**src/rtl/rv_ctrl_pkg.sv**
```systemverilog
// Shared encodings for the multi-cycle RV32I controller: opcodes, FSM states,
// ALU operations and datapath mux codes.
package rv_ctrl_pkg;

    localparam logic [6:0] OPC_LUI    = 7'b0110111;
    localparam logic [6:0] OPC_AUIPC  = 7'b0010111;
    localparam logic [6:0] OPC_JAL    = 7'b1101111;
    localparam logic [6:0] OPC_JALR   = 7'b1100111;
    localparam logic [6:0] OPC_BRANCH = 7'b1100011;
    localparam logic [6:0] OPC_LOAD   = 7'b0000011;
    localparam logic [6:0] OPC_STORE  = 7'b0100011;
    localparam logic [6:0] OPC_OP_IMM = 7'b0010011;
    localparam logic [6:0] OPC_OP     = 7'b0110011;

    typedef enum logic [2:0] {
        ST_IF     = 3'd0,
        ST_ID     = 3'd1,
        ST_EX     = 3'd2,
        ST_MEM    = 3'd3,
        ST_WB     = 3'd4,
        ST_HALTED = 3'd5,
        ST_ERROR  = 3'd6
    } state_e;

    typedef enum logic [3:0] {
        ALU_ADD  = 4'd0,
        ALU_SUB  = 4'd1,
        ALU_SLL  = 4'd2,
        ALU_SLT  = 4'd3,
        ALU_SLTU = 4'd4,
        ALU_XOR  = 4'd5,
        ALU_SRL  = 4'd6,
        ALU_SRA  = 4'd7,
        ALU_OR   = 4'd8,
        ALU_AND  = 4'd9
    } alu_op_e;

    localparam logic [1:0] PC_SEL_PLUS4 = 2'd0;
    localparam logic [1:0] PC_SEL_IMM   = 2'd1;
    localparam logic [1:0] PC_SEL_JALR  = 2'd2;

    localparam logic [1:0] WB_SEL_ALU  = 2'd0;
    localparam logic [1:0] WB_SEL_LOAD = 2'd1;
    localparam logic [1:0] WB_SEL_PC4  = 2'd2;
    localparam logic [1:0] WB_SEL_IMM  = 2'd3;

    // Access size (funct3[1:0]) to byte lanes, before the address-offset shift.
    function automatic logic [3:0] byte_en(input logic [1:0] size);
        case (size)
            2'b00:   byte_en = 4'b0001;
            2'b01:   byte_en = 4'b0011;
            default: byte_en = 4'b1111;
        endcase
    endfunction

    function automatic logic opcode_legal(input logic [6:0] opc, input logic [2:0] funct3);
        case (opc)
            OPC_LUI, OPC_AUIPC, OPC_JAL, OPC_JALR,
            OPC_BRANCH, OPC_OP_IMM, OPC_OP:  opcode_legal = 1'b1;
            OPC_LOAD, OPC_STORE:             opcode_legal = (funct3[1:0] != 2'b11);
            default:                         opcode_legal = 1'b0;
        endcase
    endfunction

endpackage

```
**src/rtl/rv_alu_decode.sv**
```systemverilog
// Combinational ALU control: opcode/funct3/funct7[5] to ALU operation and
// operand-source selects.
module rv_alu_decode
    import rv_ctrl_pkg::*;
(
    input  logic [6:0] i_opcode,
    input  logic [2:0] i_funct3,
    input  logic       i_funct7_b5,
    output logic [3:0] o_alu_op,
    output logic       o_src_a,
    output logic       o_src_b
);

    function automatic alu_op_e funct3_op(input logic [2:0] f3, input logic alt);
        case (f3)
            3'b000:  funct3_op = alt ? ALU_SUB : ALU_ADD;
            3'b001:  funct3_op = ALU_SLL;
            3'b010:  funct3_op = ALU_SLT;
            3'b011:  funct3_op = ALU_SLTU;
            3'b100:  funct3_op = ALU_XOR;
            3'b101:  funct3_op = alt ? ALU_SRA : ALU_SRL;
            3'b110:  funct3_op = ALU_OR;
            default: funct3_op = ALU_AND;
        endcase
    endfunction

    always_comb begin
        o_alu_op = ALU_ADD;
        o_src_a  = 1'b0;
        o_src_b  = 1'b0;
        case (i_opcode)
            OPC_AUIPC, OPC_JAL: begin
                o_src_a = 1'b1;
                o_src_b = 1'b1;
            end
            OPC_LUI, OPC_JALR, OPC_LOAD, OPC_STORE: begin
                o_src_b = 1'b1;
            end
            OPC_BRANCH: begin
                o_alu_op = ALU_SUB;
            end
            OPC_OP_IMM: begin
                // Bit 30 of an I-immediate is only an opcode modifier for SRAI.
                o_src_b  = 1'b1;
                o_alu_op = funct3_op(i_funct3, (i_funct3 == 3'b101) && i_funct7_b5);
            end
            OPC_OP: begin
                o_alu_op = funct3_op(i_funct3, i_funct7_b5);
            end
            default: ;
        endcase
    end

endmodule

```
**src/rtl/rv_multicycle_ctrl.sv**
```systemverilog
// Multi-cycle RV32I control FSM: sequences IF/ID/EX/MEM/WB with handshake
// timeouts, halt-marker detection, illegal-opcode trap and retire counter.
module rv_multicycle_ctrl
    import rv_ctrl_pkg::*;
#(
    parameter int          MAX_WAIT  = 16,
    parameter int          CNT_W     = 32,
    parameter logic [31:0] HALT_PREV = 32'h00c00093,
    parameter logic [31:0] HALT_CUR  = 32'h00008067
) (
    input  logic             CLK,
    input  logic             RST,
    input  logic [31:0]      INSTR,
    input  logic             I_MEM_RDY,
    input  logic             D_MEM_RDY,
    input  logic             BR_TAKEN,
    output logic             I_MEM_REQ,
    output logic             D_MEM_REQ,
    output logic             D_MEM_WEN,
    output logic [3:0]       D_MEM_BE,
    output logic             IR_WE,
    output logic             PC_WE,
    output logic [1:0]       PC_SEL,
    output logic             RF_WE,
    output logic [1:0]       WB_SEL,
    output logic             ALU_SRC_A,
    output logic             ALU_SRC_B,
    output logic [3:0]       ALU_OP,
    output logic [2:0]       STATE,
    output logic             HALT,
    output logic             ERR,
    output logic [CNT_W-1:0] RETIRED
);

    localparam logic [7:0] WAIT_LAST = 8'(MAX_WAIT - 1);

    state_e           r_state;
    state_e           w_next;
    logic [7:0]       r_wait;
    logic [CNT_W-1:0] r_retired;
    logic [31:0]      r_prev_instr;

    logic [6:0] w_opcode;
    logic [2:0] w_funct3;
    logic       w_is_store;
    logic [3:0] w_alu_op;
    logic       w_src_a;
    logic       w_src_b;
    logic       w_wait_last;

    assign w_opcode    = INSTR[6:0];
    assign w_funct3    = INSTR[14:12];
    assign w_is_store  = (w_opcode == OPC_STORE);
    assign w_wait_last = (r_wait == WAIT_LAST);

    rv_alu_decode u_alu_decode (
        .i_opcode    (w_opcode),
        .i_funct3    (w_funct3),
        .i_funct7_b5 (INSTR[30]),
        .o_alu_op    (w_alu_op),
        .o_src_a     (w_src_a),
        .o_src_b     (w_src_b)
    );

    assign STATE   = r_state;
    assign HALT    = (r_state == ST_HALTED);
    assign ERR     = (r_state == ST_ERROR);
    assign RETIRED = r_retired;

    always_comb begin
        w_next    = r_state;
        I_MEM_REQ = 1'b0;
        D_MEM_REQ = 1'b0;
        D_MEM_WEN = 1'b0;
        D_MEM_BE  = 4'b0000;
        IR_WE     = 1'b0;
        PC_WE     = 1'b0;
        PC_SEL    = PC_SEL_PLUS4;
        RF_WE     = 1'b0;
        WB_SEL    = WB_SEL_ALU;
        ALU_SRC_A = 1'b0;
        ALU_SRC_B = 1'b0;
        ALU_OP    = ALU_ADD;
        // Reset masks every strobe, even while the state register still holds its old value.
        if (!RST) begin
            case (r_state)
                ST_IF: begin
                    I_MEM_REQ = 1'b1;
                    if (I_MEM_RDY) begin
                        IR_WE  = 1'b1;
                        w_next = ST_ID;
                    end else if (w_wait_last) begin
                        w_next = ST_ERROR;
                    end
                end
                ST_ID: begin
                    if (!opcode_legal(w_opcode, w_funct3))
                        w_next = ST_ERROR;
                    else if (r_prev_instr == HALT_PREV && INSTR == HALT_CUR)
                        w_next = ST_HALTED;
                    else
                        w_next = ST_EX;
                end
                ST_EX: begin
                    ALU_SRC_A = w_src_a;
                    ALU_SRC_B = w_src_b;
                    ALU_OP    = w_alu_op;
                    if (w_opcode == OPC_BRANCH) begin
                        PC_WE  = 1'b1;
                        PC_SEL = BR_TAKEN ? PC_SEL_IMM : PC_SEL_PLUS4;
                        w_next = ST_IF;
                    end else if (w_opcode == OPC_LOAD || w_is_store) begin
                        w_next = ST_MEM;
                    end else begin
                        w_next = ST_WB;
                    end
                end
                ST_MEM: begin
                    D_MEM_REQ = 1'b1;
                    D_MEM_WEN = w_is_store;
                    D_MEM_BE  = byte_en(w_funct3[1:0]);
                    if (D_MEM_RDY) begin
                        if (w_is_store) begin
                            PC_WE  = 1'b1;
                            w_next = ST_IF;
                        end else begin
                            w_next = ST_WB;
                        end
                    end else if (w_wait_last) begin
                        w_next = ST_ERROR;
                    end
                end
                ST_WB: begin
                    RF_WE  = 1'b1;
                    PC_WE  = 1'b1;
                    w_next = ST_IF;
                    case (w_opcode)
                        OPC_LUI:           WB_SEL = WB_SEL_IMM;
                        OPC_JAL, OPC_JALR: WB_SEL = WB_SEL_PC4;
                        OPC_LOAD:          WB_SEL = WB_SEL_LOAD;
                        default:           WB_SEL = WB_SEL_ALU;
                    endcase
                    if (w_opcode == OPC_JAL)
                        PC_SEL = PC_SEL_IMM;
                    else if (w_opcode == OPC_JALR)
                        PC_SEL = PC_SEL_JALR;
                end
                ST_HALTED: ;
                ST_ERROR:  ;
                default:   w_next = ST_ERROR;
            endcase
        end
    end

    always_ff @(posedge CLK) begin
        if (RST) begin
            r_state      <= ST_IF;
            r_wait       <= 8'd0;
            r_retired    <= '0;
            r_prev_instr <= 32'd0;
        end else begin
            r_state <= w_next;
            // Counts unanswered request cycles; any other cycle clears it, so each IF/MEM visit starts at 0.
            if ((I_MEM_REQ && !I_MEM_RDY) || (D_MEM_REQ && !D_MEM_RDY))
                r_wait <= r_wait + 8'd1;
            else
                r_wait <= 8'd0;
            if (PC_WE)
                r_retired <= r_retired + CNT_W'(1);
            if (r_state == ST_ID && w_next == ST_EX)
                r_prev_instr <= INSTR;
        end
    end

endmodule

```
**config.mk**
```make
export PLATFORM = sky130hd
export DESIGN_NAME = rv_multicycle_ctrl
export DESIGN_NICKNAME = d
export VERILOG_FILES = /design/src/rtl/rv_ctrl_pkg.sv /design/src/rtl/rv_alu_decode.sv /design/src/rtl/rv_multicycle_ctrl.sv
export SDC_FILE = /design/constraint.sdc
export NUM_CORES = 1
export LEC_CHECK = 0
export CORE_UTILIZATION = 40
export DETAILED_ROUTE_END_ITERATION = 10
export GPL_ROUTABILITY_DRIVEN = 1
export PLACE_DENSITY = 0.66
export SLEW_MARGIN = 20
export SYNTH_ARGS = -nofsm -noshare
export SYNTH_HDL_FRONTEND = slang
export SYNTH_SLANG_ARGS = --single-unit
```
**constraint.sdc**
```tcl
create_clock -name CLK -period 2.8 [get_ports CLK]
set_input_delay 0.56 -clock CLK [delete_from_list [all_inputs] [get_ports CLK]]
set_output_delay 0.56 -clock CLK [all_outputs]
set_load 0.02 [all_outputs]
```
======== Yosys cells after proc, flatten, opt, wreduce, memory -nomap -nowiden ========
Cells that the tools add are included.
W data, S select, Z words.
operators by class
  $add $sub $neg .......................... 2
  multipliers ............................. 0
  div/mod/pow operators ................... 0
  $lt $le $gt $ge ......................... 0
  eq/ne operators ......................... 27
  shift-type cells ........................ 0
  multiplexer cells ....................... 56
  bitwise gates (word level) .............. 1
  reductions and logical operators ........ 19
operators by type and width
  operator                 count
  $pmux W4 S7              2
  $add A32 B1 Y32 const B  1
  $eq A32 B16 Y1 const B   1
  $eq A32 B24 Y1 const B   1
  $mux W1                  29
  $mux W3                  9
  $eq A7 B6 Y1 const B     3
  $eq A7 B7 Y1 const B     3
  $eq A3 B3 Y1 const B     6
  $pmux W3 S6              1
  $mux W4                  4
  $eq A3 B2 Y1 const B     5
  $eq A7 B5 Y1 const B     2
  $reduce_or A7 Y1         2
  $pmux W4 S3              1
  $mux W2                  5
  $reduce_or A2 Y1         5
  $add A8 B1 Y8 const B    1
  $eq A8 B4 Y1 const B     1
  $pmux W4 S2              1
  $eq A7 B2 Y1 const B     1
  $eq A3 B1 Y1 const B     2
  $logic_not A3 Y1         2
  $pmux W2 S3              1
  10 further kinds         16
storage, ports and cells
  flip-flop bits (word level) ............. 75
  latch bits .............................. 0
  memory bits (writable) .................. 0
  memory bits (read-only) ................. 0
  input port bits ......................... 37
  output and inout port bits .............. 57
  word-level logic and storage cells ...... 109
  memories ................................ 0

======== Logic depth before layout (Yosys ltp) ========
Gate-level depths: netlist of run 1.
  word-level depth ........................ 10
  depth in mapped cells ................... 8

======== Modules after synthesis ========
Synthesis of run 1 repeated with hierarchy kept, for this count alone.
unflattened totals
  cell total of the unflattened synthesis .. 495
  area, all modules ....................... 4312.9 µm²
modules (own cells, without submodules)
  module              times used  cells an instance  area an instance (µm²)  sequential area each (µm²)
  rv_multicycle_ctrl  1           467                4116.4                  1501.4
  rv_alu_decode       1           28                 196.4                   0.0

======== Worst setup path after synthesis of run 1 ========
No wires, ideal clock.
  path kind ............................... input -> output
  start point ............................. in INSTR[3]
  end point ............................... out PC_WE
  data arrival time ....................... 2.107 ns
  required time ........................... 2.240 ns
  slack ................................... 0.133 ns
  stages on the path ...................... 5
  path buffers ............................ 2
  cell sequence ........................... buf_6 > or3_1 > or4_1 > clkbuf_1 > a21oi_1
between the ends
  cells in the longest elaborated chain, start to end .. 5
  elaborated cells between the ends (all ways) .. 7
RTL lines
  item           line                       RTL
  from (decl)    rv_multicycle_ctrl.sv:13   input logic [31:0] INSTR,
  $eq A7 B6 Y1   rv_multicycle_ctrl.sv:53   assign w_is_store = (w_opcode == OPC_STORE);
  $mux W1        rv_multicycle_ctrl.sv:123  if (w_is_store) begin
  $mux W1        rv_multicycle_ctrl.sv:122  if (D_MEM_RDY) begin
  $pmux W1 S3 *  rv_multicycle_ctrl.sv:86   case (r_state)
  $mux W1 *      rv_multicycle_ctrl.sv:85   if (!RST) begin
  to (decl)      rv_multicycle_ctrl.sv:22   output logic PC_WE,
Every way passes the cells marked *; elsewhere a longest branch is shown, timed or not.

======== Worst setup path in the final report of run 1 ========
  start point ............................. in INSTR[4]
  end point ............................... out ALU_OP[0]
between the ends
  cells in the longest elaborated chain, start to end .. 4
  elaborated cells between the ends (all ways) .. 6
RTL lines
  item                                        line                      RTL
  $eq A7 B6 Y1, or another cell as far along  rv_alu_decode.sv:31       case (i_opcode)
  $pmux W4 S3 *                               rv_alu_decode.sv:31
  $mux W4 *                                   rv_multicycle_ctrl.sv:86
  $mux W4 *                                   rv_multicycle_ctrl.sv:85
  to (decl)                                   rv_multicycle_ctrl.sv:28  output logic [3:0] ALU_OP,
Marked as above.

==> results of run 1 <==
-- what timing repair did --
| action | CTS | global route |
|---|---|---|
| hold buffers | 0 | 0 |
| gates cloned | 0 | 2 |
| endpoints found under the setup margin | 35 | 29 |
| pin swaps | 0 | 6 |
| setup buffers | 0 | 3 |
| resized for setup | 39 | 25 |
-- where the power goes --
group | internal (mW) | switching (mW)
registers | 1.07 | 0.0116
logic | 0.149 | 0.153
clock network | 0.501 | 0.424
total | 1.72 | 0.588
-- kinds of logic after synthesis --
kind of cell,count (synthesis),share of synthesized area (%)
compound gates,96,14.6
xor+xnor,11,2.36
fa+ha+maj,2,0.613
buf+inv,43,5.79
flops,75,36.8
mux,30,7.36
simple gates,240,32.5
-- sequential cells by signal (all words and copies together), names as in the netlist --
register and count:
RETIRED 32, r_prev_instr 32, r_wait 8, STATE 3
-- metal layers --
| layer | vias to the layer above | global-route usage, % |
|---|---|---|
| li1 | 2110 | - |
| met2 | 141 | 37.2 |
| met3 | 13 | 3.66 |
| met5 | - | 0 |
| met1 | 2000 | 29.2 |
| met4 | 0 | 6.72 |
-- layout by cell type, fill, tap and decap left out, drive strengths merged, types with 4 or more instances in the layout --
cell type and count:
a21oi 34, and3 8, and4 4, buf 67, clkbuf 13, clkdlybuf4s15 4, clkdlybuf4s50 72, dfxtp 75
dlygate4sd2 8, dlymetal6s2s 4, inv 11, mux2i 30, nand2 83, nand3 15, nand4 11, nor2 28
nor3 10, nor4 18, nor4b 8, o21ai 20, o31ai 15, or3 12, or4 18, xnor2 7
xor2 4
-- per-stage QoR --
stage	util [%]	hold WS [ns]	std cells	instance area [sq um]	power, mW
final	59.6	0.450	772	5850	2.31
after global routing	59.6	0.471	772	5850	2.41
after CTS	58.6	0.444	767	5760	2.32
after detailed placement	56.3	0.435	752	5530	1.40
after global placement	56.3	0.422	752	5530	1.39
after floorplan	-	0.413	497	4080	1.25
-- worst paths after layout --
kind                                       start  cells after the start        end
worst max-delay path                    INSTR[4]                      8  ALU_OP[0]
worst min-delay path                   r_wait[0]                      1  r_wait[0]
worst max register to register  r_prev_instr[12]                      5   STATE[1]
worst min register to register         r_wait[0]                      1  r_wait[0]
-- layout make-up --
type | count | area (sq um) | share of cell area (%)
clock buffer | 9 | 124 | 2.12
clock inverter | 6 | 90.1 | 1.54
inverter | 11 | 41.3 | 0.706
multi-input combinational | 379 | 2420 | 41.4
sequential | 75 | 1500 | 25.7
tap | 133 | 166 | 2.84
timing repair buffer | 159 | 1500 | 25.7
==> results.json, run 1 <==
{
  "drive_above_1_share_pct": 16.9,
  "vias": 4264,
  "post-synth-top-area-cell": "dfxtp_1",
  "synth_most_common_cell": "nand2_1",
  "grt_max_degree": 64,
  "top_layer": "met4",
  "cpPeakStageDelay_ns": 0.50,
  "worstPathRequired_ns": 2.24,
  "synth_area_leaders": "dfxtp_1 (37%), nand2_1 (7.6%), mux2i_1 (7.4%)",
  "final_nets": 674,
  "synth-edff-count": 0,
  "antenna_left": 0,
  "cap_violations": 0,
  "powerDensity_nw_per_um2": 395,
  "cts_buffers": 9,
  "worstSetupPathType": "in -> out",
  "rsz0062_at_grt": "true",
  "drc": 0,
  "dpl.hpwl_mm": 8.64,
  "critPathLaunchType": "input pin",
  "syn_area_per_cell_sq_um": 8.21,
  "crit_chain": "clkdlybuf4s50_1 -> buf_4 -> inv_1 -> buf_4 -> nor2_1 -> o2111ai_1 -> a21boi_1 -> clkdlybuf4s15_2",
  "routabilityCongestion": 0.960,
  "core_area_sq_um": 9820,
  "clock_sinks": 75,
  "endpoint_kind": "output port",
  "yosys_most_used_dff": "dfxtp_1",
  "synth-seq-area-share_pct": 36.8,
  "synthTopCellsByCount": "nand2_1 (83), dfxtp_1 (75), a21oi_1 (34), mux2i_1 (30), nor2_1 (28)",
  "critical_path.top_delay_family": "buffers and inverters",
  "track_usage_pct": 22.2,
  "setup_viol": 0,
  "cts.path.max_buffers": 2,
  "synthCells": 497,
  "ys_seq_elements": 75,
  "relSlewSlack_pct": 58.2,
  "syn_to_final_growth_pct": 43.4,
  "synthArstFlopShare_pct": 0,
  "met3_length_um": 659,
  "setup_tns_ns": 0,
  "finalClockSkew_ns": 0.0123,
  "drt_iter0_markers": 265,
  "clk_pin_slew_ns": 0.08,
  "clock-root-buffer": "clkbuf_8",
  "cts_tree": "built",
  "crit_arrival_ns": 2.24,
  "start_util_pct": 41.6,
  "antenna_found_initial": 0,
  "cp_common_cell": "buf_4",
  "status": "completed",
  "grt_pass1_wl_mm": 18.5,
  "synth.distinct_cells": 63,
  "die_x_um": 103,
  "crit_buf_inv": 5,
  "drt-total-wl_mm": 11.9,
  "wire_per_inst_um": 15.4,
  "firstDrtPassIters": 5,
  "pin_count": 94,
  "dieArea_sq_um": 10600,
  "finalMaxSlewViolations": 0,
  "insertedDiodeCount": 0,
  "filler_cell_count": 900,
  "grt_pass1_vias": 3843,
  "overflow": 0,
  "tightest_slew_ns": 0.625,
  "reg2reg_slack_ns": 0.36,
  "max_freq_ghz": 0.358,
  "min_period_ns": 2.80,
  "dp_slack_ns": -0.516,
  "rows": 36,
  "fin_crit_sh_pct": 99.8,
  "synth_nets": 536,
  "power_leakage_nw": 2.13,
  "synth_top_area_share_pct": 36.8,
  "h-tree-depth": 3,
  "vias_per_cell": 5.52,
  "worst_slack_ns": 0.00443,
  "numPortBuffers": 93,
  "clock_latency_ns": 0.35,
  "vdd_drop_max_mv": 0.219,
  "yosysWarnings": 0,
  "hold_viol": 0,
  "dr_wl_met2_mm": 5.81,
  "die_h_um": 103,
  "hp-class": "reg -> reg",
  "cp_slowest_cell": "clkdlybuf4s50_1",
  "critPathMaxFanout": 6,
  "wl_met1_mm": 5.25,
  "syn_area_sq_um": 4080
}
Note: power is estimated with default switching activity, not from simulation.
==> run 2: changes to the inputs <==
- CORE_ASPECT_RATIO: not set -> 0.9
- PLACE_DENSITY: 0.66 -> 0.69
- clock period: 2.8 -> 2.5 ns (I/O delays scaled with it)
==> run 2 against run 1 <==
Worst setup slack improved by 0.025 ns. Design area rose by 4.5%. Largest cell class unchanged. Via count rose by 3.7%. Global-route usage is 1.1 points higher. Worst hold slack better by 0.0095 ns. Wire length grew 1.8%. Largest power group is now clock. Power up 34%. Final cell count increased by 1.7%.
==> results.json, run 2 (same netlist as run 1, synthesis figures left out) <==
{
  "hold_depth": 1,
  "grt_pass1_vias": 4026,
  "antenna_left": 0,
  "fin_crit_sh_pct": 98.8,
  "clock_sinks": 75,
  "dieArea_sq_um": 10600,
  "cts_tree": "built",
  "track_usage_pct": 23.2,
  "firstDrtPassIters": 5,
  "finalClockSkew_ns": 0.00792,
  "critPathMaxFanout": 3,
  "drive_above_1_share_pct": 23.1,
  "die_h_um": 97.8,
  "crit_arrival_ns": 1.97,
  "setup_tns_ns": 0,
  "drt-total-wl_mm": 12.1,
  "vias": 4421,
  "drc": 0,
  "rows": 34,
  "critPathLaunchType": "input pin",
  "clock-root-buffer": "clkbuf_16",
  "grt_pass1_wl_mm": 19.5,
  "hold_viol": 0,
  "start_util_pct": 41.7,
  "tightest_slew_ns": 0.601,
  "setup_viol": 0,
  "routabilityCongestion": 0.899,
  "worstSetupPathType": "in -> out",
  "mostFrequentLayoutCells": "nand2_1 (83), buf_4 (80), dfxtp_1 (74)",
  "antenna_found_initial": 0,
  "power_leakage_nw": 2.27,
  "cts.path.max_buffers": 2,
  "insertedDiodeCount": 0,
  "status": "completed",
  "clk_pin_slew_ns": 0.06,
  "hold_buffers": 0,
  "powerDensity_nw_per_um2": 507,
  "cts_buffers": 9,
  "core_area_sq_um": 9780,
  "pin_count": 94,
  "r2r_cells": 5,
  "dpl.cell_count": 761,
  "drt_iter0_markers": 317,
  "hp-class": "reg -> reg",
  "die_x_um": 108,
  "vias_per_cell": 5.63,
  "clock_latency_ns": 0.34,
  "finalMaxSlewViolations": 0,
  "final_common_cell": "nand2_1",
  "filler_cell_count": 858,
  "endpoint_kind": "output port",
  "min_period_ns": 2.47,
  "multi_input_area_sq_um": 2500,
  "overflow": 0,
  "cap_violations": 0,
  "relSlewSlack_pct": 59.7,
  "wire_per_inst_um": 15.4,
  "vdd_drop_max_mv": 0.416,
  "grt_max_degree": 64,
  "max_freq_ghz": 0.405,
  "final_cell_count_no_fill": 785,
  "final_nets": 693,
  "whs_ns": 0.459,
  "h-tree-depth": 3,
  "dpl.hpwl_mm": 8.83,
  "numPortBuffers": 93,
  "worstPathRequired_ns": 2.00,
  "syn_to_final_growth_pct": 49.8,
  "seq_area_sq_um": 1500
}
==> run 2: cell count changes in the layout (fill, tap and decap cells not counted), moves of 6 or more <==
cell	previous run	this run
buf_4	57	80
clkdlybuf4s50_1	72	62
clkbuf_8	9	0
clkbuf_16	1	9
buf_2	1	7
==> run 2: worst max-delay path, cell delays in order <==
cell,delay (ns)
dlygate4sd2_1,0.26
or3_4,0.41
or4_4,0.49
a21oi_2,0.15
buf_4,0.15
==> run 2: layout make-up <==
class | count | share of cell area [%]
repair buffers | 178 | 25.6
inverters | 11 | 0.675
flip-flops and latches | 75 | 24.6
well taps | 126 | 2.58
multi-input cells | 379 | 40.8
clock inverters | 7 | 2.01
clock buffers | 9 | 3.68
==> run 2: where the power goes <==
part | internal [mW] | switching (mW)
registers | 1.21 | 0.0115
logic | 0.180 | 0.182
clock network | 0.982 | 0.541
==> run 2: final timing paths <==
path | slack, ns | to | from
worst max-delay path | 0.03 | PC_WE | INSTR[4]
worst min-delay path | 0.46 | r_wait[0] | r_wait[0]
worst max register to register | 0.11 | STATE[1] | r_prev_instr[12]
worst min register to register | 0.46 | r_wait[0] | r_wait[0]
==> run 2: repair_timing <==
| action | CTS | global route |
|---|---|---|
| buffers inserted | 2 | 5 |
| gates cloned | 1 | 0 |
| pin swaps | 7 | 5 |
| endpoints found under the setup margin | 46 | 32 |
| resized for setup | 91 | 25 |
==> run 2: metal layers <==
| layer | vias to the layer above | share of wire [%] | GRT usage, % |
|---|---|---|---|
| li1 | 2160 | - | - |
| met1 | 2082 | 45 | 31.2 |
| met5 | - | 0 | 0 |
| met3 | 22 | 5.7 | 4.67 |
| met2 | 157 | 47 | 36.2 |
| met4 | 0 | 2.2 | 9.46 |
==> run 2: metrics by stage <==
stage                     instance area (sq um)  worst slack [ns]  util, %  total power, mW
final                                      6110            0.0297     62.5             3.10
after detailed placement                   5610            -0.688     57.3             1.58
after floorplan                            4090          -0.00294        -             1.40
after CTS                                  6040           0.00161     61.7             3.11
after global placement                     5610            -0.691     57.3             1.58
after global routing                       6110           -0.0162     62.5             3.21
==> run 3: changes to the inputs <==
- PLACE_DENSITY: 0.69 -> 0.66
- clock period: 2.5 -> 2.65 ns (I/O delays scaled with it)
==> run 3 against run 2 <==
Critical path type is now in -> reg. Worst setup slack about the same. Wire length decreased by 2.3%. Non-clock buffer count shrank 15. Clock skew is 0.00054 ns lower.
==> results.json, run 3 (same netlist as run 1, synthesis figures left out) <==
{
  "status": "completed",
  "rows": 34,
  "rsz0062_at_grt": "true",
  "firstDrtPassIters": 5,
  "hold_viol": 0,
  "h-tree-depth": 3,
  "drive_above_1_share_pct": 18.2,
  "grt_util_met2_pct": 36.5,
  "clock_latency_ns": 0.33,
  "core_area_sq_um": 9780,
  "cap_violations": 0,
  "cts.path.max_buffers": 2,
  "cts_buffers": 9,
  "antenna_found_initial": 0,
  "critPathMaxFanout": 6,
  "antenna_left": 0,
  "hp-class": "reg -> reg",
  "grt_max_degree": 66,
  "setup_viol": 0,
  "place_area_sq_um": 5580,
  "grt_pass1_wl_mm": 19.6,
  "fin_crit_sh_pct": 98.9,
  "insertedDiodeCount": 0,
  "setup_tns_ns": 0,
  "hold_buffers": 0,
  "numPortBuffers": 93,
  "finalClockSkew_ns": 0.00738,
  "die_x_um": 108,
  "grt_pass1_vias": 4133,
  "dpl.hpwl_mm": 8.97,
  "syn_to_final_growth_pct": 43.8,
  "drt_iter0_markers": 266,
  "final_util_pct": 60.0,
  "mostFrequentLayoutCells": "nand2_1 (83), dfxtp_1 (75), buf_4 (66)",
  "start_util_pct": 41.7,
  "vdd_drop_max_mv": 0.356,
  "hold_depth": 1,
  "wire_per_inst_um": 15.4,
  "power_leakage_nw": 2.17,
  "min_period_ns": 2.62,
  "cts_tree": "built",
  "clk_pin_slew_ns": 0.05,
  "critPathLaunchType": "input pin",
  "drt-total-wl_mm": 11.8,
  "powerDensity_nw_per_um2": 438,
  "met3_usage_pct": 5.27,
  "final_common_cell": "nand2_1",
  "worstPathRequired_ns": 2.86,
  "max_freq_ghz": 0.382,
  "finalMaxSlewViolations": 0,
  "dieArea_sq_um": 10600,
  "worstSetupPathType": "in -> reg",
  "gr-usage-met1_pct": 32.0,
  "clock-root-buffer": "clkbuf_16",
  "track_usage_pct": 23.2,
  "crit_arrival_ns": 2.84,
  "die_h_um": 97.8,
  "routabilityCongestion": 0.884,
  "vias_per_cell": 5.58,
  "busiest_layer": "met2",
  "drc": 0,
  "overflow": 0,
  "fin_area_sq_um": 5870,
  "power_mw": 2.57,
  "pin_count": 94,
  "relSlewSlack_pct": 60.5,
  "endpoint_kind": "register",
  "r2r_cells": 5,
  "post_cts_buffers": 0,
  "clock_sinks": 75,
  "vias": 4285,
  "final_nets": 678,
  "tightest_slew_ns": 0.589
}
==> run 3: per-layer routing <==
metal | part of all wire [%] | wire length [um]
met1 | 48 | 5720
met4 | 1.2 | 142
met5 | 0 | 0
met3 | 5.2 | 613
met2 | 45 | 5320
==> run 3: repair_timing <==
item / in CTS / in global routing
resized for setup: 52 / 33
setup endpoints to repair: 43 / 37
pin swaps: 2 / 3
==> run 3: stage by stage <==
stage                     instances  worst slack, ns  hold WS, ns
final                           768           0.0294        0.448
after global routing            768          -0.0546        0.454
after CTS                       768          -0.0267        0.446
after detailed placement        754           -0.620        0.432
after global placement          754           -0.633        0.424
after floorplan                 497           0.0433        0.413
==> run 3: critical path: stages <==
cell and delay [ns]:
clkdlybuf4s50_1 0.50, buf_4 0.16, nand3b_4 0.12, or4_4 0.53
or4_4 0.53, o211a_1 0.22, o31a_1 0.23
==> run 3: where the power goes <==
part | total [mW] | leakage (nW) | switching [mW] | internal [mW]
clock network | 1.09 | 0.127 | 0.470 | 0.621
registers | 1.15 | 0.604 | 0.0108 | 1.14
logic | 0.330 | 1.44 | 0.167 | 0.163
total | 2.57 | 2.17 | 0.647 | 1.92
==> run 3: final cells by class <==
type / count / area [sq um]
flip-flops and latches: 75 / 1500
multi-input cells: 379 / 2450
clock buffers: 9 / 225
clock inverters: 5 / 31.3
repair buffers: 163 / 1470
fillers: 884 / 3920
inverters: 11 / 41.3
well taps: 126 / 158
==> run 3: final timing paths <==
kind	slack, ns	start	end
min reg2reg	0.45	r_wait[0]	r_wait[0]
max reg2reg	0.25	r_prev_instr[12]	STATE[1]
min	0.45	r_wait[0]	r_wait[0]
max	0.03	INSTR[5]	STATE[1]
